[config.mk]
export PLATFORM = sky130hd
export DESIGN_NAME = uart_frame_rx_ctrl
export DESIGN_NICKNAME = d
export VERILOG_FILES = /design/src/rtl/uart_frame_rx_ctrl.sv
export SDC_FILE = /design/constraint.sdc
export NUM_CORES = 1
export LEC_CHECK = 0
export ABC_AREA = 1
export CELL_PAD_IN_SITES_DETAIL_PLACEMENT = 0
export CELL_PAD_IN_SITES_GLOBAL_PLACEMENT = 1
export CORE_MARGIN = 5
export CORE_UTILIZATION = 35
export DETAILED_ROUTE_END_ITERATION = 6
export PLACE_DENSITY = 0.63
export SLEW_MARGIN = 40
export SYNTH_ARGS = -nofsm -noshare
export SYNTH_HDL_FRONTEND = slang
export SYNTH_SLANG_ARGS = --single-unit
[constraint.sdc]
create_clock -name clk_1M8 -period 2.05 [get_ports clk_1M8]
set_clock_uncertainty 0.1 [all_clocks]
set_input_delay 0.5125 -clock clk_1M8 [delete_from_list [all_inputs] [get_ports clk_1M8]]
set_output_delay 0.5125 -clock clk_1M8 [all_outputs]
set_load 0.02 [all_outputs]
[src/rtl/uart_frame_rx_ctrl.sv]
// 8x-oversampled 11-bit frame receiver (start, 8 data LSB-first, parity, stop)
// with a one-deep byte buffer and a valid/ack handshake toward the consumer.
module uart_frame_rx_ctrl #(
   parameter int CLK_DIV    = 24,
   parameter int OVERSAMPLE = 8,
   parameter bit PARITY_ODD = 1'b0
) (
   input  logic       clk_1M8,
   input  logic       rst_n,
   input  logic       rx,
   output logic [7:0] rx_data,
   output logic       rx_valid,
   input  logic       rd_ack,
   output logic       parity_err,
   output logic       frame_err,
   output logic       overrun,
   output logic       busy
);

   localparam int PW = (CLK_DIV > 2) ? $clog2(CLK_DIV) : 1;
   localparam int TW = $clog2(OVERSAMPLE);

   localparam logic [PW-1:0] PRE_MAX = PW'(CLK_DIV - 1);
   localparam logic [TW-1:0] T_S0    = TW'(OVERSAMPLE / 2 - 1);
   localparam logic [TW-1:0] T_S1    = TW'(OVERSAMPLE / 2);
   localparam logic [TW-1:0] T_S2    = TW'(OVERSAMPLE / 2 + 1);
   localparam logic [TW-1:0] T_END   = TW'(OVERSAMPLE - 1);

   typedef enum logic [2:0] {
      IDLE,
      START,
      DATA,
      PARITY,
      STOP,
      BREAK
   } state_t;

   state_t state;
   state_t state_nx;

   logic          rx_meta;
   logic          rx_s;
   logic          rx_prev;
   logic          fall;
   logic [PW-1:0] presc;
   logic          tick;
   logic [TW-1:0] tck;
   logic          smp_a;
   logic          smp_b;
   logic          maj;
   logic          dec;
   logic          bit_end;
   logic          start_go;
   logic [2:0]    bit_cnt;
   logic [7:0]    shreg;
   logic          par_bit;
   logic [PW-1:0] hi_cnt;
   logic          hi_done;
   logic          load;
   logic          load_ok;
   logic          perr_new;

   assign fall     = rx_prev & ~rx_s;
   assign tick     = (presc == PRE_MAX);
   assign dec      = tick && (tck == T_S2);
   assign bit_end  = tick && (tck == T_END);
   assign start_go = (state == IDLE) && fall;
   assign maj      = (smp_a & smp_b) | (smp_a & rx_s) | (smp_b & rx_s);
   assign hi_done  = rx_s && (hi_cnt == PRE_MAX);
   assign load     = (state == STOP) && dec;
   assign load_ok  = !rx_valid || rd_ack;
   assign perr_new = ((^shreg) ^ par_bit) != PARITY_ODD;
   assign busy     = (state != IDLE);

   always_ff @(posedge clk_1M8 or negedge rst_n) begin
      if (!rst_n) begin
         rx_meta <= 1'b1;
         rx_s    <= 1'b1;
         rx_prev <= 1'b1;
      end else begin
         rx_meta <= rx;
         rx_s    <= rx_meta;
         rx_prev <= rx_s;
      end
   end

   // Start edge re-phases the bit timing to the frame.
   always_ff @(posedge clk_1M8 or negedge rst_n) begin
      if (!rst_n) begin
         presc <= '0;
         tck   <= '0;
      end else if (start_go) begin
         presc <= '0;
         tck   <= '0;
      end else if (tick) begin
         presc <= '0;
         tck   <= (tck == T_END) ? '0 : tck + 1'b1;
      end else begin
         presc <= presc + 1'b1;
      end
   end

   always_ff @(posedge clk_1M8 or negedge rst_n) begin
      if (!rst_n) begin
         smp_a <= 1'b0;
         smp_b <= 1'b0;
      end else if (tick) begin
         if (tck == T_S0) smp_a <= rx_s;
         if (tck == T_S1) smp_b <= rx_s;
      end
   end

   always_ff @(posedge clk_1M8 or negedge rst_n) begin
      if (!rst_n) state <= IDLE;
      else        state <= state_nx;
   end

   always_comb begin
      state_nx = state;
      unique case (state)
         IDLE: begin
            if (fall) state_nx = START;
         end
         START: begin
            if (dec && maj)   state_nx = IDLE;
            else if (bit_end) state_nx = DATA;
         end
         DATA: begin
            if (bit_end && bit_cnt == 3'd7) state_nx = PARITY;
         end
         PARITY: begin
            if (bit_end) state_nx = STOP;
         end
         STOP: begin
            if (dec) state_nx = maj ? IDLE : BREAK;
         end
         BREAK: begin
            if (hi_done) state_nx = IDLE;
         end
         default: state_nx = IDLE;
      endcase
   end

   always_ff @(posedge clk_1M8 or negedge rst_n) begin
      if (!rst_n) begin
         bit_cnt <= '0;
         shreg   <= '0;
         par_bit <= 1'b0;
      end else begin
         if (state == START && bit_end) bit_cnt <= '0;
         if (state == DATA && bit_end)  bit_cnt <= bit_cnt + 1'b1;
         if (state == DATA && dec)      shreg   <= {maj, shreg[7:1]};
         if (state == PARITY && dec)    par_bit <= maj;
      end
   end

   // Line must stay high a full tick before a break is considered over.
   always_ff @(posedge clk_1M8 or negedge rst_n) begin
      if (!rst_n)                        hi_cnt <= '0;
      else if (state != BREAK || !rx_s) hi_cnt <= '0;
      else if (!hi_done)                hi_cnt <= hi_cnt + 1'b1;
   end

   always_ff @(posedge clk_1M8 or negedge rst_n) begin
      if (!rst_n) begin
         rx_data    <= '0;
         rx_valid   <= 1'b0;
         parity_err <= 1'b0;
         frame_err  <= 1'b0;
      end else if (load && load_ok) begin
         rx_data    <= shreg;
         rx_valid   <= 1'b1;
         parity_err <= perr_new;
         frame_err  <= ~maj;
      end else if (rd_ack && rx_valid) begin
         rx_valid   <= 1'b0;
      end
   end

   always_ff @(posedge clk_1M8 or negedge rst_n) begin
      if (!rst_n)                 overrun <= 1'b0;
      else if (load && !load_ok) overrun <= 1'b1;
      else if (rd_ack)           overrun <= 1'b0;
   end

endmodule

# ---- After elaboration in Yosys (flattened, before gate mapping)
# Index checks and enable logic that the tools add are counted.
dict set report op_classes {
  n_addsub 4
  eq_ne 20
  muxes 22
  bitwise 9
  n_reduce_logical 29
}
# operator n
set op_table {}
lappend op_table {{two-way mux 3 bit} 13}
lappend op_table {{two-way mux 5 bit} 4}
lappend op_table {{equality test 3 bit, second input constant} 6}
lappend op_table {{one-hot mux 3 bit (6 select lines)} 1}
lappend op_table {{logical AND 1 bit} 14}
lappend op_table {{adder 5 x 1 -> 5 bit, second input constant} 2}
lappend op_table {{equality test 5 bit, second input constant} 2}
lappend op_table {{!= test 2 bit, second input constant} 5}
lappend op_table {{equality test 3 x 2 -> 1 bit, second input constant} 3}
lappend op_table {{nonzero test 2 bit} 4}
lappend op_table {{XOR reduction 8 bit} 1}
lappend op_table {{adder 3 x 1 -> 3 bit, second input constant} 2}
lappend op_table {{!= test 3 bit, second input constant} 2}
lappend op_table {{AND reduction 6 bit} 1}
lappend op_table {{AND 1 bit} 4}
lappend op_table {{two-way mux 1 bit} 4}
lappend op_table {{AND reduction 2 bit} 2}
lappend op_table {{equality test 3 x 1 -> 1 bit, second input constant} 1}
lappend op_table {{zero test 1 bit} 3}
lappend op_table {{zero test 3 bit} 1}
lappend op_table {{nonzero test 3 bit} 1}
lappend op_table {{logical OR 1 bit} 2}
lappend op_table {{!= test 2 x 1 -> 1 bit, second input constant} 1}
lappend op_table {{inverter 1 bit} 2}
lappend op_table {{2 further kinds} 3}
dict set report word_totals {
  regBits 45
  in_bits 4
  out_inout_bits 13
  elab_cells 101
}

# ---- Longest topological paths before layout
dict set report logic_depth {
  word_depth 6
  mapped_depth 11
  depth_no_buf 11
}

# ---- Worst setup path before layout
# Ideal clock, no wire load.
dict set report synth_path {
  kind {register to register}
  from {reg presc[0]}
  to {reg state[0]}
  setup_ns 0.117
  arrival_ns 1.324
  t_required_ns 1.833
  setup_slack_ns 0.509
  stages_incl_launch_ff 11
  path_buffers 0
  period_less_slack_ns 1.541
  cell_sequence {dfrtp_1 -> ha_1 -> nand2_2 -> nor2_8 -> inv_1 -> nor2_4 -> inv_1 -> nand2_1 -> nand2_1 -> nand2_1 -> nand2_1}
}
dict set report synth_between {
  elab_chain_cells 5
  elab_cells_between_ends 12
  classes_between {eq/ne: 5; mux: 2; reduce/logical: 5}
}
# item line_no
set synth_lines {}
lappend synth_lines {{from (decl)} 45} ;# logic [PW-1:0] presc;
lappend synth_lines {{from (signal assigned)} 99} ;# presc <= presc + 1'b1;
lappend synth_lines {{equality test 5 bit *} 64} ;# assign tick = (presc == PRE_MAX);
lappend synth_lines {{logical AND 1 bit, on equally long branches} {65, 66}}
lappend synth_lines {{logical AND 1 bit, on equally long branches} {125, 129}}
lappend synth_lines {{!= test 3 bit (no source line) (tied with other cells)} --}
lappend synth_lines {{AND reduction 6 bit (no source line) / one-hot mux 3 bit (6 select lines) (equally long branches)} --}
lappend synth_lines {{to (signal assigned)} 115} ;# else state <= state_nx;
lappend synth_lines {{to (decl)} 38} ;# state_t state;
# Mark *: on every way between the ends. The rest lies on a longest branch, timed or not.
# A chain may end at the register's enable or synchronous reset.

# ---- Worst setup path after layout
dict set report layout_path {
  from {reg state[1]}
  to {out busy}
}
dict set report layout_between {
  elab_chain_cells 1
}
# item line_no
set layout_lines {}
lappend layout_lines {{nonzero test 3 bit} 73} ;# assign busy = (state != IDLE);
lappend layout_lines {{to (decl)} 17} ;# output logic busy
# Every way passes these cells.

==> summary by stage <==
Synth
After Yosys synthesis, and, or, nand and nor cells account for 24.6% of the synthesized area. Sequential elements use 49.3% of the synthesized area. The synthesized netlist devotes 2.30% of its cell area to XOR and XNOR gates. Multiplexer cells account for 0% of the synthesized area. Counting every instance in the synthesized netlist gives 257.

The average instance in the mapped netlist occupies 8.91 um^2. When the netlist entered floorplanning its net count stood at 270. The synthesized area is 2290 um^2. In the post-synthesis netlist, the biggest area contributors are dfrtp_1, nand2_1, inv_1, o21ai_2, ha_1.

The post-synthesis compound-gate area fraction is 10.9%. The biggest area contributor in the post-synthesis netlist is dfrtp_1. The synthesized design contains 45 register bits. The post-synthesis adder-cell area fraction is 4.92%.

The share of Yosys cell area claimed by the top area cell type is 45.9%. The post-synthesis cell type count is 29. The dominant combinational cell family by area after synthesis is simple AND/OR/NAND/NOR gates. The yosys synthesis warning count is 0.

Floorplan
The die boundary height is 90.9 um. The standard-cell row count is 29. The area of the core is 6350 um^2. Measured along the x axis, the die boundary spans 90.9 um. The floorplan step defined a die boundary enclosing 8260 um^2. The top-level I/O count is 17.

The initial utilization of the core area, before any placement, comes to 36.1%.

Route
For this block, the initial DRC count from the detailed router was 56. The average routed wire per standard cell is 11.7 um. The detailed-route DRC error count is 0. The number of vias in the routed layout is 1649. After detailed routing, the number of vias per cell comes to 4.56. The remaining number of nets flagged by the antenna check after routing is 0.

The first TritonRoute pass finished after 4 iterations. The routed design has 4.23 mm of wire.

Layout
In the layout the commonest cells are nand2_1, dfrtp_1, inv_1. For this run, the post-layout net count is 297. Leaving out fill and tap cells, the most frequent cell in the layout is nand2_1. Cells with a size suffix above 1 make up 16.1% of the layout. The layout has 613 filler cells. Relative to the synthesized area, the layout overhead comes to 16.7%.

0 antenna diodes ended up in the layout. The final cell count without fillers is 362. The finished cells cover 2670 um^2. The register area is 1130 um^2. The multi-input gate area in the final layout is 983 um^2.

Clock tree
TritonCTS built the clock tree. The clock sink count is 45. After clock tree synthesis, the clock-pin slew on the worst setup and hold paths is 90 ps. Counting the buffers created by CTS gives 5.

Clock latency on the worst-skew pair, taken at its later pin, is 300 ps. The total of hold buffers inserted after clock tree synthesis is 0. The root buffer selected by CTS is clkbuf_8.

The deepest clock path buffer count is 2. The H-tree was split into 2 levels.

STA
The hold violation count in the final report is 0. The final critical path takes up 92.5% of the cycle. Timing would allow up to 0.527 GHz. The time the final worst path needs with I/O delays and setup is 1900 ps. The final count of negative-setup-slack endpoints is 0. The sum of negative setup slack is 0 ps. Measured against its own limit, the worst slew margin works out to 77.2%. The transition time at the pin with the least slew margin is 338 ps. The count of final max-slew check failures was 0.

Setup repair after global routing left no endpoint under its margin.

Place
Summing all placed instances gives a cell area of 2580 um^2. Detailed placement finished with a half-perimeter wire length of 3.06 mm. In this run, placement finished with an instance count of 354. The placer congestion estimate is 0.758. The quantity of I/O buffers inserted on ports is 16.

GRT
For this run, the total global-route usage over all layers was measured as 11.0%. The first global-routing pass estimated 7.38 mm of wire. The number of antenna violations at the first check in global routing is 0. The global-route congestion overflow total is 0. Entering global routing, the biggest net connects 46 pins. The number of global-route vias before repair is 1575.

Hold path
The worst hold path class is input pin to async pin.

Setup path
The critical path required time is 1440 ps. The critical path arrival is 1280 ps. STA classifies the critical path endpoint as an output port. The reg-to-reg startpoint is presc[0]$_DFF_PN0_. The number of cells traversed by the worst register-to-register path is 11.

STA classifies the critical path startpoint as a register. Of all nets on the critical path, the largest fanout is 3. The setup path with the least slack is of type register to output port.

The register-to-register setup slack is 200 ps. In this run the critical register-to-register path is captured at state[1]$_DFFE_PN0P_.

Outcome
The flow ran to the end, and the final reports show no timing, DRC or antenna violations.

Power
The total power is 2350 uW. In this run the static leakage power is 0.00128 uW. Power spread over the standard cell area amounts to 881 nW/um^2. The maximum vdd ir drop is 0.509 mV.

Job
The max-capacitance violation count is 0.
[routing by layer]
metal / track usage, % / routed length (um)
met1: 14.8 / 2160
met2: 17.0 / 1860
met3: 2.58 / 138
met4: 4.03 / 72
met5: 0 / 0
[Yosys cell counts, drive strengths merged]
master / count
a211oi: 2
a21oi: 5
a31oi: 1
buf: 3
clkinv: 1
dfrtp: 42
dfstp: 3
ha: 9
inv: 37
nand2: 73
nand3: 23
nand4: 2
nor2: 16
nor3: 4
nor3b: 1
o21ai: 28
o31ai: 1
xnor2: 2
xor2: 4
[worst max path at each step]
stage | start | end | slack [ps] | cells past startpoint
final | state[1]$_DFFE_PN0P_ | busy | 150 | 3
after detailed placement | state[1]$_DFFE_PN0P_ | busy | 150 | 3
after floorplan | presc[0]$_DFF_PN0_ | state[0]$_DFFE_PN0P_ | 510 | 10
after CTS | state[1]$_DFFE_PN0P_ | busy | 130 | 3
after global placement | state[1]$_DFFE_PN0P_ | busy | 160 | 3
after global routing | state[1]$_DFFE_PN0P_ | busy | 70 | 3
[logic make-up after synthesis]
family / after synthesis
and+or+nand+nor: 119
xor gates and xnor gates: 6
AOI/OAI and AO/OA: 37
buffers and inverters: 41
DFF: 45
adders and majority gates: 9
[where the power goes]
| part | internal (uW) | switching, uW |
|---|---|---|
| sequential | 1010 | 90.9 |
| clock | 242 | 305 |
| combinational | 259 | 447 |
| total | 1510 | 843 |
[flip-flops by register name (all words and copies together) (netlist names)]
| register | flops |
|---|---|
| rx_data | 8 |
| shreg | 8 |
| hi_cnt | 5 |
| presc | 5 |
| bit_cnt | 3 |
| state | 3 |
| tck | 3 |
| frame_err | 1 |
| overrun | 1 |
| par_bit | 1 |
| parity_err | 1 |
| rx_meta | 1 |
| rx_prev | 1 |
| rx_s | 1 |
| rx_valid | 1 |
| smp_a | 1 |
| smp_b | 1 |
[area by class of cell]
type / instances / share of cell area [%]
Multi-Input combinational cell: 171 / 36.8
Inverter: 38 / 5.52
Tap cell: 77 / 3.60
Clock buffer: 7 / 2.86
Sequential cell: 45 / 42.3
Timing Repair Buffer: 23 / 8.66
Clock inverter: 1 / 0.281
[critical path, cell delays in order, from the launching register on]
cell and delay [ps]:
dfrtp_1 390, nor3_2 230, inv_1 60, dlygate4sd2_1 320
[what timing repair did]
action	4_1_cts	5_1_grt
setup endpoints to repair	1	0
resized for setup	2	0
buffers inserted	0	0
[metrics by stage]
stage                     setup WS [ps]  hold WS, ps  util, %
after floorplan                     509          117        -
after global placement              162          249     40.7
after detailed placement            155          248     40.7
after CTS                           127         90.2     42.1
after global routing               73.5         95.0     42.1
final                               154         79.8     42.1
(Power assumes the default switching activity.)
